[config.mk]
export PLATFORM = sky130hd
export DESIGN_NAME = pkt_tx_engine
export DESIGN_NICKNAME = d
export VERILOG_FILES = /design/src/rtl/pkt_tx_pkg.sv /design/src/rtl/pkt_tx_fifo.sv /design/src/rtl/pkt_tx_engine.sv
export SDC_FILE = /design/constraint.sdc
export NUM_CORES = 1
export LEC_CHECK = 0
export ABC_AREA = 0
export CAP_MARGIN = 20
export CORE_MARGIN = 1
export CORE_UTILIZATION = 49
export CTS_CLUSTER_SIZE = 40
export DETAILED_ROUTE_END_ITERATION = 10
export PLACE_DENSITY = 0.8
export REMOVE_ABC_BUFFERS = 1
export SLEW_MARGIN = 40
export SYNTH_ARGS = -nofsm -noshare
export SYNTH_HDL_FRONTEND = slang
export SYNTH_SLANG_ARGS = --single-unit
[constraint.sdc]
create_clock -name pkt_clk -period 4.4 [get_ports pkt_clk]
set_input_delay 0.66 -clock pkt_clk [delete_from_list [all_inputs] [get_ports pkt_clk]]
set_output_delay 0.66 -clock pkt_clk [all_outputs]
set_load 0.02 [all_outputs]
[src/rtl/pkt_tx_pkg.sv]
// Shared types and helpers for the packet transmit engine.
package pkt_tx_pkg;

  localparam int PKT_DATA_W = 32;
  localparam int PKT_CTL_W  = 4;
  // Parity helper input width; narrower payloads are zero-extended, which
  // leaves the XOR reduction unchanged.
  localparam int PKT_MAX_W  = 256;

  typedef enum logic [1:0] {
    ST_INIT = 2'd0,
    ST_RUN  = 2'd1,
    ST_ERR  = 2'd2
  } pkt_state_e;

  // Bus word layout at the default widths: parity is the MSB.
  typedef struct packed {
    logic                 parity;
    logic [PKT_CTL_W-1:0]  ctl;
    logic [PKT_DATA_W-1:0] data;
  } pkt_word_t;

  // Even parity bit: XOR-reduce of the payload.
  function automatic logic parity_of(input logic [PKT_MAX_W-1:0] v);
    return ^v;
  endfunction

endpackage

[src/rtl/pkt_tx_fifo.sv]
// Synchronous FIFO, power-of-two depth, async active-low reset.
// Valid/ready contract: push is honoured only when not full or when a pop
// happens on the same edge; pop is honoured only when not empty.
module pkt_tx_fifo #(
  parameter int WIDTH = 36,
  parameter int DEPTH = 4
) (
  input  logic             clk,
  input  logic             rst_n,
  input  logic             push,
  input  logic             pop,
  input  logic [WIDTH-1:0] wdata,
  output logic [WIDTH-1:0] rdata,
  output logic             full,
  output logic             empty
);

  localparam int PTR_W = $clog2(DEPTH);
  localparam int CNT_W = $clog2(DEPTH + 1);

  logic [WIDTH-1:0] mem_q [DEPTH];
  logic [PTR_W-1:0] wr_ptr_q, wr_ptr_d;
  logic [PTR_W-1:0] rd_ptr_q, rd_ptr_d;
  logic [CNT_W-1:0] cnt_q, cnt_d;
  logic             do_push, do_pop;

  assign full  = (cnt_q == CNT_W'(DEPTH));
  assign empty = (cnt_q == '0);
  assign rdata = mem_q[rd_ptr_q];

  // Next pointers and occupancy; pointers wrap naturally at power-of-two depth.
  always_comb begin
    do_push  = push && (!full || pop);
    do_pop   = pop && !empty;
    wr_ptr_d = wr_ptr_q + PTR_W'(do_push);
    rd_ptr_d = rd_ptr_q + PTR_W'(do_pop);
    cnt_d    = cnt_q + CNT_W'(do_push) - CNT_W'(do_pop);
  end

  // Pointer and occupancy registers; reset empties the FIFO.
  always_ff @(posedge clk or negedge rst_n) begin
    if (!rst_n) begin
      wr_ptr_q <= '0;
      rd_ptr_q <= '0;
      cnt_q    <= '0;
    end else begin
      wr_ptr_q <= wr_ptr_d;
      rd_ptr_q <= rd_ptr_d;
      cnt_q    <= cnt_d;
    end
  end

  // Storage needs no reset: contents are only visible through valid pointers.
  always_ff @(posedge clk) begin
    if (do_push) mem_q[wr_ptr_q] <= wdata;
  end

endmodule

[src/rtl/pkt_tx_engine.sv]
// Credit-based packet bus transmitter: ingress FIFO, credit counter,
// INIT/RUN/ERR control FSM and registered bus output.
// Ingress handshake: a beat transfers on a rising edge where in_valid and
// in_ready are both high; in_ready depends only on registered state (and the
// reset pin), never on in_valid.
module pkt_tx_engine
  import pkt_tx_pkg::*;
#(
  parameter int  DATA_W       = PKT_DATA_W,
  parameter int  CTL_W        = PKT_CTL_W,
  parameter int  FIFO_DEPTH   = 4,
  parameter int  INIT_CREDITS = 4,
  localparam int CRED_W       = $clog2(INIT_CREDITS + 1)
) (
  input  logic                    pkt_clk,
  input  logic                    pkt_rst_n,
  input  logic                    in_valid,
  output logic                    in_ready,
  input  logic [DATA_W-1:0]       in_data,
  input  logic [CTL_W-1:0]        in_ctl,
  output logic [DATA_W+CTL_W:0]   bus_tx,
  output logic                    bus_tx_valid,
  input  logic                    credit,
  output logic [CRED_W-1:0]       credit_cnt_o,
  output logic                    cred_err
);

  localparam int              BEAT_W = DATA_W + CTL_W;
  localparam logic [CRED_W-1:0] INIT_C = CRED_W'(INIT_CREDITS);

  pkt_state_e              state_q, state_d;
  logic [CRED_W-1:0]       cred_q, cred_d;
  logic                    err_q, err_d;
  logic [BEAT_W:0]         tx_q, tx_d;
  logic                    tx_valid_q, tx_valid_d;
  logic                    send, push;
  logic [BEAT_W-1:0]       fifo_rdata;
  logic                    fifo_full, fifo_empty;

  assign in_ready     = pkt_rst_n && (state_q != ST_ERR) && !fifo_full;
  assign push         = in_valid && in_ready;
  assign send         = (state_q == ST_RUN) && !fifo_empty && (cred_q != '0);
  assign bus_tx       = tx_q;
  assign bus_tx_valid = tx_valid_q;
  assign credit_cnt_o = cred_q;
  assign cred_err     = err_q;

  pkt_tx_fifo #(
    .WIDTH (BEAT_W),
    .DEPTH (FIFO_DEPTH)
  ) u_fifo (
    .clk   (pkt_clk),
    .rst_n (pkt_rst_n),
    .push  (push),
    .pop   (send),
    .wdata ({in_ctl, in_data}),
    .rdata (fifo_rdata),
    .full  (fifo_full),
    .empty (fifo_empty)
  );

  // Next state, credit arithmetic and output word.
  always_comb begin
    state_d    = state_q;
    cred_d     = cred_q;
    err_d      = err_q;
    tx_d       = tx_q;
    tx_valid_d = send;
    if (send) begin
      tx_d = {parity_of(PKT_MAX_W'(fifo_rdata[DATA_W-1:0])), fifo_rdata};
    end
    case (state_q)
      ST_INIT: begin
        // Credits returned while loading are ignored.
        cred_d  = INIT_C;
        state_d = ST_RUN;
      end
      ST_RUN: begin
        if (credit && !send) begin
          if (cred_q == INIT_C) begin
            err_d   = 1'b1;
            state_d = ST_ERR;
          end else begin
            cred_d = cred_q + CRED_W'(1);
          end
        end else if (send && !credit) begin
          cred_d = cred_q - CRED_W'(1);
        end
      end
      default: ;  // ST_ERR holds everything until reset
    endcase
  end

  // State, counter and output registers.
  always_ff @(posedge pkt_clk or negedge pkt_rst_n) begin
    if (!pkt_rst_n) begin
      state_q    <= ST_INIT;
      cred_q     <= '0;
      err_q      <= 1'b0;
      tx_q       <= '0;
      tx_valid_q <= 1'b0;
    end else begin
      state_q    <= state_d;
      cred_q     <= cred_d;
      err_q      <= err_d;
      tx_q       <= tx_d;
      tx_valid_q <= tx_valid_d;
    end
  end

endmodule
; ---- Yosys cells after proc, flatten, opt, wreduce, memory -nomap -nowiden
; Memory sizes are Yosys's and may differ from the RTL's.
; Index checks and enable logic that the tools add are counted.
[op_classes]
n_eq_ne = 8
n_addsub = 6
n_reduce_logical = 22
muxes = 9
[op_table]
columns = operator, count
row1 = $reduce_xor 256->1, 1
row2 = $logic_and 1x1->1, 9
row3 = $mux 3, 3
row4 = $reduce_and 3->1, 3
row5 = $eq 3x3->1 const B, 2
row6 = $pmux 3 s2, 1
row7 = $add 2x1->2, 2
row8 = $logic_not 1->1, 4
row9 = $mux 2, 2
row10 = $ne 2x1->1 const B, 2
row11 = $pmux 2 s2, 1
row12 = $add 3x1->3, 1
row13 = $add 3x1->3 const B, 1
row14 = $logic_not 3->1, 1
row15 = $ne 3x1->1 const B, 1
row16 = $ne 3x3->1 const B, 1
row17 = $reduce_bool 3->1, 1
row18 = $sub 3x1->3, 1
row19 = $sub 3x1->3 const B, 1
row20 = $eq 2x1->1 const B, 1
row21 = $logic_not 2->1, 1
row22 = $mux 1, 2
row23 = $ne 2x2->1 const B, 1
row24 = $reduce_bool 2->1, 1
row25 = $logic_or 1x1->1, 1
[word_totals]
memories = 1
inputBits = 40
mem_bits_rw = 144
output_inout_bits = 43
elab_cells = 54
regBits = 51
[mem_list]
columns = name, words, word_bits, rd, rd_clocked_by_memory_dff, wr, line
row1 = u_fifo.mem_q, 4, 36, 1, 0, 1, pkt_tx_fifo.sv:21  ; logic [WIDTH-1:0] mem_q [DEPTH];

; ---- Depth between registers and ports, before layout
; Gate-level depths: netlist of run 1.
[depth]
word_depth = 8
mapped_depth = 10
mapped_depth_nobuf = 9

; ---- Hierarchy
; A second synthesis of run 1 with hierarchy kept.
[unflattened]
cells_unflattened = 449
hier_area_um2 = 7638.6
[by_module_without_submodules]
columns = mod, seq_area_each_um2, n_inst, cells_each, area_per_inst_um2
row1 = pkt_tx_fifo, 4499.3, 1, 223, 5612.9
row2 = pkt_tx_engine, 1101.1, 1, 226, 2025.7

; ---- Worst setup path before layout of run 1
; OpenSTA, ideal clock, no wires.
[synth_timing]
kind = in2reg
from = input port pkt_rst_n
to = memory u_fifo.mem_q[0][0] (enable)
setup_slack_ns = -0.241
setup_ns = 0.482
arrival_time_ns = 4.159
required_time_ns = 3.918
stages = 4
path_buffers = 0
path_cell_list = o21ai_0 -> a31oi_1 -> and2_0 -> nor3b_1
[synth_between]
elab_chain_cells = 6
[synth_lines]
columns = element, line
row1 = start: declaration, pkt_tx_engine.sv:16  ; input logic pkt_rst_n,
row2 = $logic_and 1x1->1 (2 in series), pkt_tx_engine.sv:40  ; assign in_ready = pkt_rst_n && (state_q != ST_ERR) && !fifo_full;
row3 = net in_ready, pkt_tx_engine.sv:18  ; output logic in_ready,
row4 = $logic_and 1x1->1, pkt_tx_engine.sv:41  ; assign push = in_valid && in_ready;
row5 = $logic_and 1x1->1, pkt_tx_fifo.sv:33  ; do_push = push && (!full || pop);
row6 = $mux 1, pkt_tx_fifo.sv:55  ; if (do_push) mem_q[wr_ptr_q] <= wdata;
row7 = $mux 1 (not written as such), pkt_tx_fifo.sv:55
row8 = end: declaration, pkt_tx_fifo.sv:21
; The timed path passes the listed nets, and every way through them passes these cells.

; ---- Final worst setup path of run 1
[layout_timing]
from = register u_fifo.rd_ptr_q[0]
to = register tx_q[36], in the netlist bus_tx[36]
[layout_between]
elab_chain_cells = 2
[layout_lines]
columns = element, line
row1 = start: declaration, pkt_tx_fifo.sv:23  ; logic [PTR_W-1:0] rd_ptr_q, rd_ptr_d;
row2 = start signal: assignment, pkt_tx_fifo.sv:48  ; rd_ptr_q <= rd_ptr_d;
row3 = $mem_v2 4x36, -
row4 = $reduce_xor 256->1, pkt_tx_pkg.sv:25  ; return ^v;
row5 = end signal: assignment, pkt_tx_engine.sv:106  ; tx_q <= tx_d;
row6 = end: declaration, pkt_tx_engine.sv:34  ; logic [BEAT_W:0] tx_q, tx_d;
; No other way between the ends.
; A chain may end at the register's enable or synchronous reset.

==> flow_summary.yaml, run 1 <==
clock_network:
  cts_sinks: 195
  cts_resized: 0
  hold_buffers: 0
  cts_setup_buffers: 0
  numCtsBuffers: 17
  htreeDepth: 4
  root_buffer: "clkbuf_16"
  cts_tree: "built"
  insertion_delay_ns: 0.43
  cts_max_path_buffers: 2
  clk_pin_slew_ns: 0.07
power:
  p_total_mw: 3.56
  peakVddDrop_uv: 283
  power.leakage_nw: 3.30
  p_per_area_mw_per_mm2: 386
timing:
  fin_crit_sh_pct: 64.9
  rsz0062_at_grt: "false"
  slew_headroom_pct: 53.3
  final_hold_viol_count: 0
  fmax_mhz: 350
  finClkSkew_ns: 0.0145
  worst_slew_pin_slew_ns: 0.700
  maxSlewViolCount: 0
  finalHoldWorstSlack_ns: 0.390
  setup_viol: 0
  period_minus_slack_ns: 2.86
synthesis:
  yosysSeqAreaShare_pct: 73.6
  netlist_instances: 364
  ys.warnings.count: 0
  synth-async-reset-ratio_pct: 26.2
  avgSynthCellArea_sq_um: 20.9
  mappedNetlistArea_sq_mm: 0.00760
  ys_ff_latch: 195
  ys_types: 31
  synth_edf_count: 144
  ys.flop_type: "edfxtp_1"
cells_and_area:
  fin_nets: 505
  drive_gt1_share_pct: 21.6
  layout_commonest_cell: "edfxtp_1"
  final_area_sq_mm: 0.00923
  syn_to_final_growth_pct: 21.4
  layout_common_cells: "144 x edfxtp_1, 81 x clkdlybuf4s50_1, 49 x dfrtp_1"
  diodes: 0
  final_cells: 660
floorplanning:
  die_h_um: 127
  initial_core_util_pct: 50.0
  boundaryPins: 83
  die-area_sq_mm: 0.0160
  coreArea_sq_mm: 0.0152
  num_rows: 45
  die_x_um: 127
routing:
  avgViaCountPerCell: 5.50
  dr.pass1.iters: 4
  drc: 0
  drt_iter0_markers: 213
  vias: 3633
  postRouteAntennaNets: 0
  drt-total-wl_mm: 13.2
  wl_per_cell_um: 20.1
worst_setup_path:
  cp-end-kind: "flop"
  crit_path_start_kind: "flop"
  critPathMaxFanout: 23
  cp_data_required_time_ns: 4.68
  crit_type: "flop to flop"
  crit_arrival_ns: 3.14
  r2r_slack_ns: 1.54
place:
  place_inst: 628
  hpwl_mm: 8.46
  portBuffers: 82
  postPlaceCellArea_sq_mm: 0.00864
  gp_congestion: 0.713
grt:
  grt_pass1_vias: 3895
  grt_antenna_before_repair: 0
  track_usage_pct: 18.0
  grt-ovfl-total: 0
  grt_max_degree: 52
  grt_pass1_wl_mm: 20.8
flow_run:
  max_cap_violations: 0
min_path:
  min_path_type: "input pin to async pin"
run_status:
  run_status: "completed"
[sequential cells by signal (all words and copies together) (netlist names)]
signal           flops
u_fifo.mem_q       144
bus_tx              37
state_q              2
u_fifo.rd_ptr_q      2
bus_tx_valid         1
u_fifo.wr_ptr_q      2
cred_err             1
credit_cnt_o         3
u_fifo.cnt_q         3
[through the flow]
step / utilization (%) / worst slack [ns] / setup TNS [ns]
global route: 60.7 / 1.38 / 0
CTS: 60.7 / 1.28 / 0
detailed placement: 56.8 / 1.30 / 0
finish: 60.7 / 1.54 / 0
floorplan: - / -0.358 / -9.15
global placement: 56.8 / 1.38 / 0
[Yosys cell counts, types with 4 or more instances]
master / number / area share, %
xor2_1: 7 / 0.81
nor3_1: 6 / 0.39
mux4_1: 17 / 5.9
mux4_2: 19 / 5.6
dfrtp_1: 51 / 17
nand2b_1: 4 / 0.33
nor2_1: 4 / 0.20
buf_6: 4 / 0.59
xnor2_1: 29 / 3.3
buf_2: 4 / 0.26
inv_1: 9 / 0.44
ha_1: 4 / 0.66
edfxtp_1: 144 / 57
mux2_2: 36 / 5.3
clkbuf_1: 4 / 0.20
nand2_1: 4 / 0.20
[cell type report]
cell class	count	area, sq um
repair buffers	89	868
clock buffers	21	460
flip-flops and latches	195	5610
well taps	188	235
clock inverters	11	128
inverters	9	33.8
multi-input cells	147	1900
fillers	1071	5970
[routing by layer]
metal	up-vias	track usage (%)	part of all wire, %
li1	1623	-	-
met1	1911	22.4	43
met2	85	30.3	51
met3	14	5.44	4.4
met4	0	5.74	1.1
met5	-	0	0
[worst max-delay path, stage by stage (launching register included)]
cell and delay (ns):
dfrtp_4 0.72, buf_4 0.36, mux4_1 0.64, xnor2_1 0.24
xnor2_1 0.17, xnor2_1 0.18, xnor2_1 0.16, xnor2_1 0.13
a21oi_1 0.09
[kinds of logic (layout without fill, tap and decap cells)]
logic type,Yosys count,after routing,synth area share [%]
buffers and inverters,22,130,1.76
flip-flops,195,195,73.6
multiplexers,72,72,16.8
XOR/XNOR,36,36,4.15
AND/OR/NAND/NOR,23,23,1.53
AO/OA/AOI/OAI,10,10,0.905
adder cells (fa/ha/maj),6,6,1.18
[worst paths after layout]
| path | start | endpoint | cells past startpoint |
|---|---|---|---|
| min in group pkt_clk | cred_err$_DFFE_PN0P_ | cred_err$_DFFE_PN0P_ | 1 |
| worst min register to register | cred_err$_DFFE_PN0P_ | cred_err$_DFFE_PN0P_ | 1 |
| worst max register to register | u_fifo.rd_ptr_q[0]$_DFF_PN0_ | bus_tx[36]$_DFFE_PN0N_ | 8 |
| worst min-delay path | pkt_rst_n | bus_tx[31]$_DFFE_PN0N_ | 2 |
| max in group asynchronous | pkt_rst_n | u_fifo.rd_ptr_q[0]$_DFF_PN0_ | 2 |
| worst max-delay path | u_fifo.rd_ptr_q[0]$_DFF_PN0_ | bus_tx[36]$_DFFE_PN0N_ | 8 |
[where the power goes]
| part | internal [mW] | switching, mW |
|---|---|---|
| combinational | 0.0364 | 0.0345 |
| sequential | 1.98 | 0.00182 |
| clock | 0.871 | 0.640 |
| total | 2.89 | 0.677 |
Note: power is estimated with default switching activity, not from simulation.
==> run 2, diff against run 1 <==
PLACE_DENSITY = 0.77   (was 0.8)
clock period = 2.8 ns   (was 4.4 ns; I/O delays follow)
==> flow_summary.yaml, run 2 (same netlist as run 1, synthesis figures left out) <==
place:
  place_inst: 634
  hpwl_mm: 8.46
  gp_congestion: 0.744
  postPlaceCellArea_sq_mm: 0.00874
  place_worst_setup_slack_ns: 0.307
  portBuffers: 82
clock_network:
  numCtsBuffers: 17
  cts_setup_buffers: 0
  cts_max_path_buffers: 2
  clk_pin_slew_ns: 0.06
  cts_resized: 0
  root_buffer: "clkbuf_16"
  hold_buffers: 0
  cts_tree: "built"
  insertion_delay_ns: 0.43
  htreeDepth: 4
  cts_sinks: 195
cells_and_area:
  largest_register_ffs: 144
  layout_commonest_cell: "edfxtp_1"
  final_cells: 666
  fin_nets: 511
  final_area_sq_mm: 0.00927
  drive_gt1_share_pct: 20.9
  layout_common_cells: "144 x edfxtp_1, 81 x clkdlybuf4s50_1, 49 x dfrtp_1"
  diodes: 0
  top_register: "u_fifo.mem_q"
  syn_to_final_growth_pct: 21.8
  final_core_util_pct: 61.0
floorplanning:
  initial_core_util_pct: 50.0
  coreArea_sq_mm: 0.0152
  boundaryPins: 83
  die_h_um: 127
  die_x_um: 127
  die-area_sq_mm: 0.0160
  num_rows: 45
worst_setup_path:
  crit_arrival_ns: 2.75
  cp_data_required_time_ns: 3.09
  crit_type: "flop to flop"
  cp-end-kind: "flop"
  crit_start: "u_fifo.rd_ptr_q[0]$_DFF_PN0_"
  critPathMaxFanout: 30
  r2r-start: "u_fifo.rd_ptr_q[0]$_DFF_PN0_"
  crit_path_start_kind: "flop"
min_path:
  min_path_type: "input pin to async pin"
timing:
  finalHoldWorstSlack_ns: 0.127
  worst_slew_pin_slew_ns: 0.693
  fmax_mhz: 407
  setup_viol: 0
  tns_ns: 0
  final_hold_viol_count: 0
  fin_crit_sh_pct: 87.7
  finClkSkew_ns: 0.00602
  slew_headroom_pct: 53.8
  setup_ws_ns: 0.345
  rsz0062_at_grt: "false"
  period_minus_slack_ns: 2.45
  maxSlewViolCount: 0
grt:
  grt_pass1_vias: 3895
  grt-ovfl-total: 0
  grt_pass1_wl_mm: 20.9
  grt_antenna_before_repair: 0
  track_usage_pct: 18.1
  grt_max_degree: 52
run_status:
  run_status: "completed"
routing:
  drt-total-wl_mm: 13.2
  avgViaCountPerCell: 5.38
  dr.pass1.iters: 4
  drc: 0
  vias: 3586
  drt_iter0_markers: 235
  postRouteAntennaNets: 0
  wl_per_cell_um: 19.8
flow_run:
  max_cap_violations: 0
power:
  peakVddDrop_uv: 344
  power.leakage_nw: 3.32
  p_total_mw: 5.40
  p_per_area_mw_per_mm2: 583
-- run 2: worst paths after layout --
kind	depth (start not counted)	end	slack, ns
setup / recovery	8	bus_tx[36]$_DFFE_PN0N_	0.35
hold / removal	2	state_q[1]$_DFFE_PN0P_	0.13
setup reg to reg	8	bus_tx[36]$_DFFE_PN0N_	0.35
hold reg to reg	1	cred_err$_DFFE_PN0P_	0.48
max in group asynchronous	2	u_fifo.rd_ptr_q[0]$_DFF_PN0_	2.18
min in group pkt_clk	1	cred_err$_DFFE_PN0P_	0.48
-- run 2: report_power, final --
| part | leakage, nW | switching, mW | internal, mW |
|---|---|---|---|
| sequential | 1.98 | 0.00290 | 3.11 |
| combinational | 1.09 | 0.0539 | 0.0574 |
| clock | 0.256 | 0.946 | 1.23 |
| total | 3.32 | 1.00 | 4.40 |
-- run 2: layer usage --
metal | wire, um | vias up | GRT usage [%]
met3 | 504 | 17 | 4.89
met4 | 231 | 0 | 7.73
met1 | 5720 | 1845 | 22.4
li1 | - | 1629 | -
met2 | 6740 | 95 | 30.4
met5 | 0 | - | 0
-- run 2: critical path, cell delays in order, from the launching register on --
cell and delay [ns]:
dfrtp_2 0.38, buf_12 0.24, mux4_1 0.62, xor2_1 0.19, xnor2_1 0.14, xnor2_1 0.30, xnor2_1 0.18, xnor2_1 0.15
a21oi_1 0.08
-- run 2: area by class of cell --
class	count	area, sq um
Clock inverter	8	60.1
Fill cell	1077	5940
Tap cell	188	235
Multi-Input combinational cell	147	1900
Inverter	9	33.8
Clock buffer	24	462
Sequential cell	195	5600
Timing Repair Buffer	95	976
==> run 3, diff against run 2 <==
SETUP_SLACK_MARGIN = 0.2   (was not set)
==> results of run 3 <==
Final layout, timing and power as in run 2 (identical DEF).
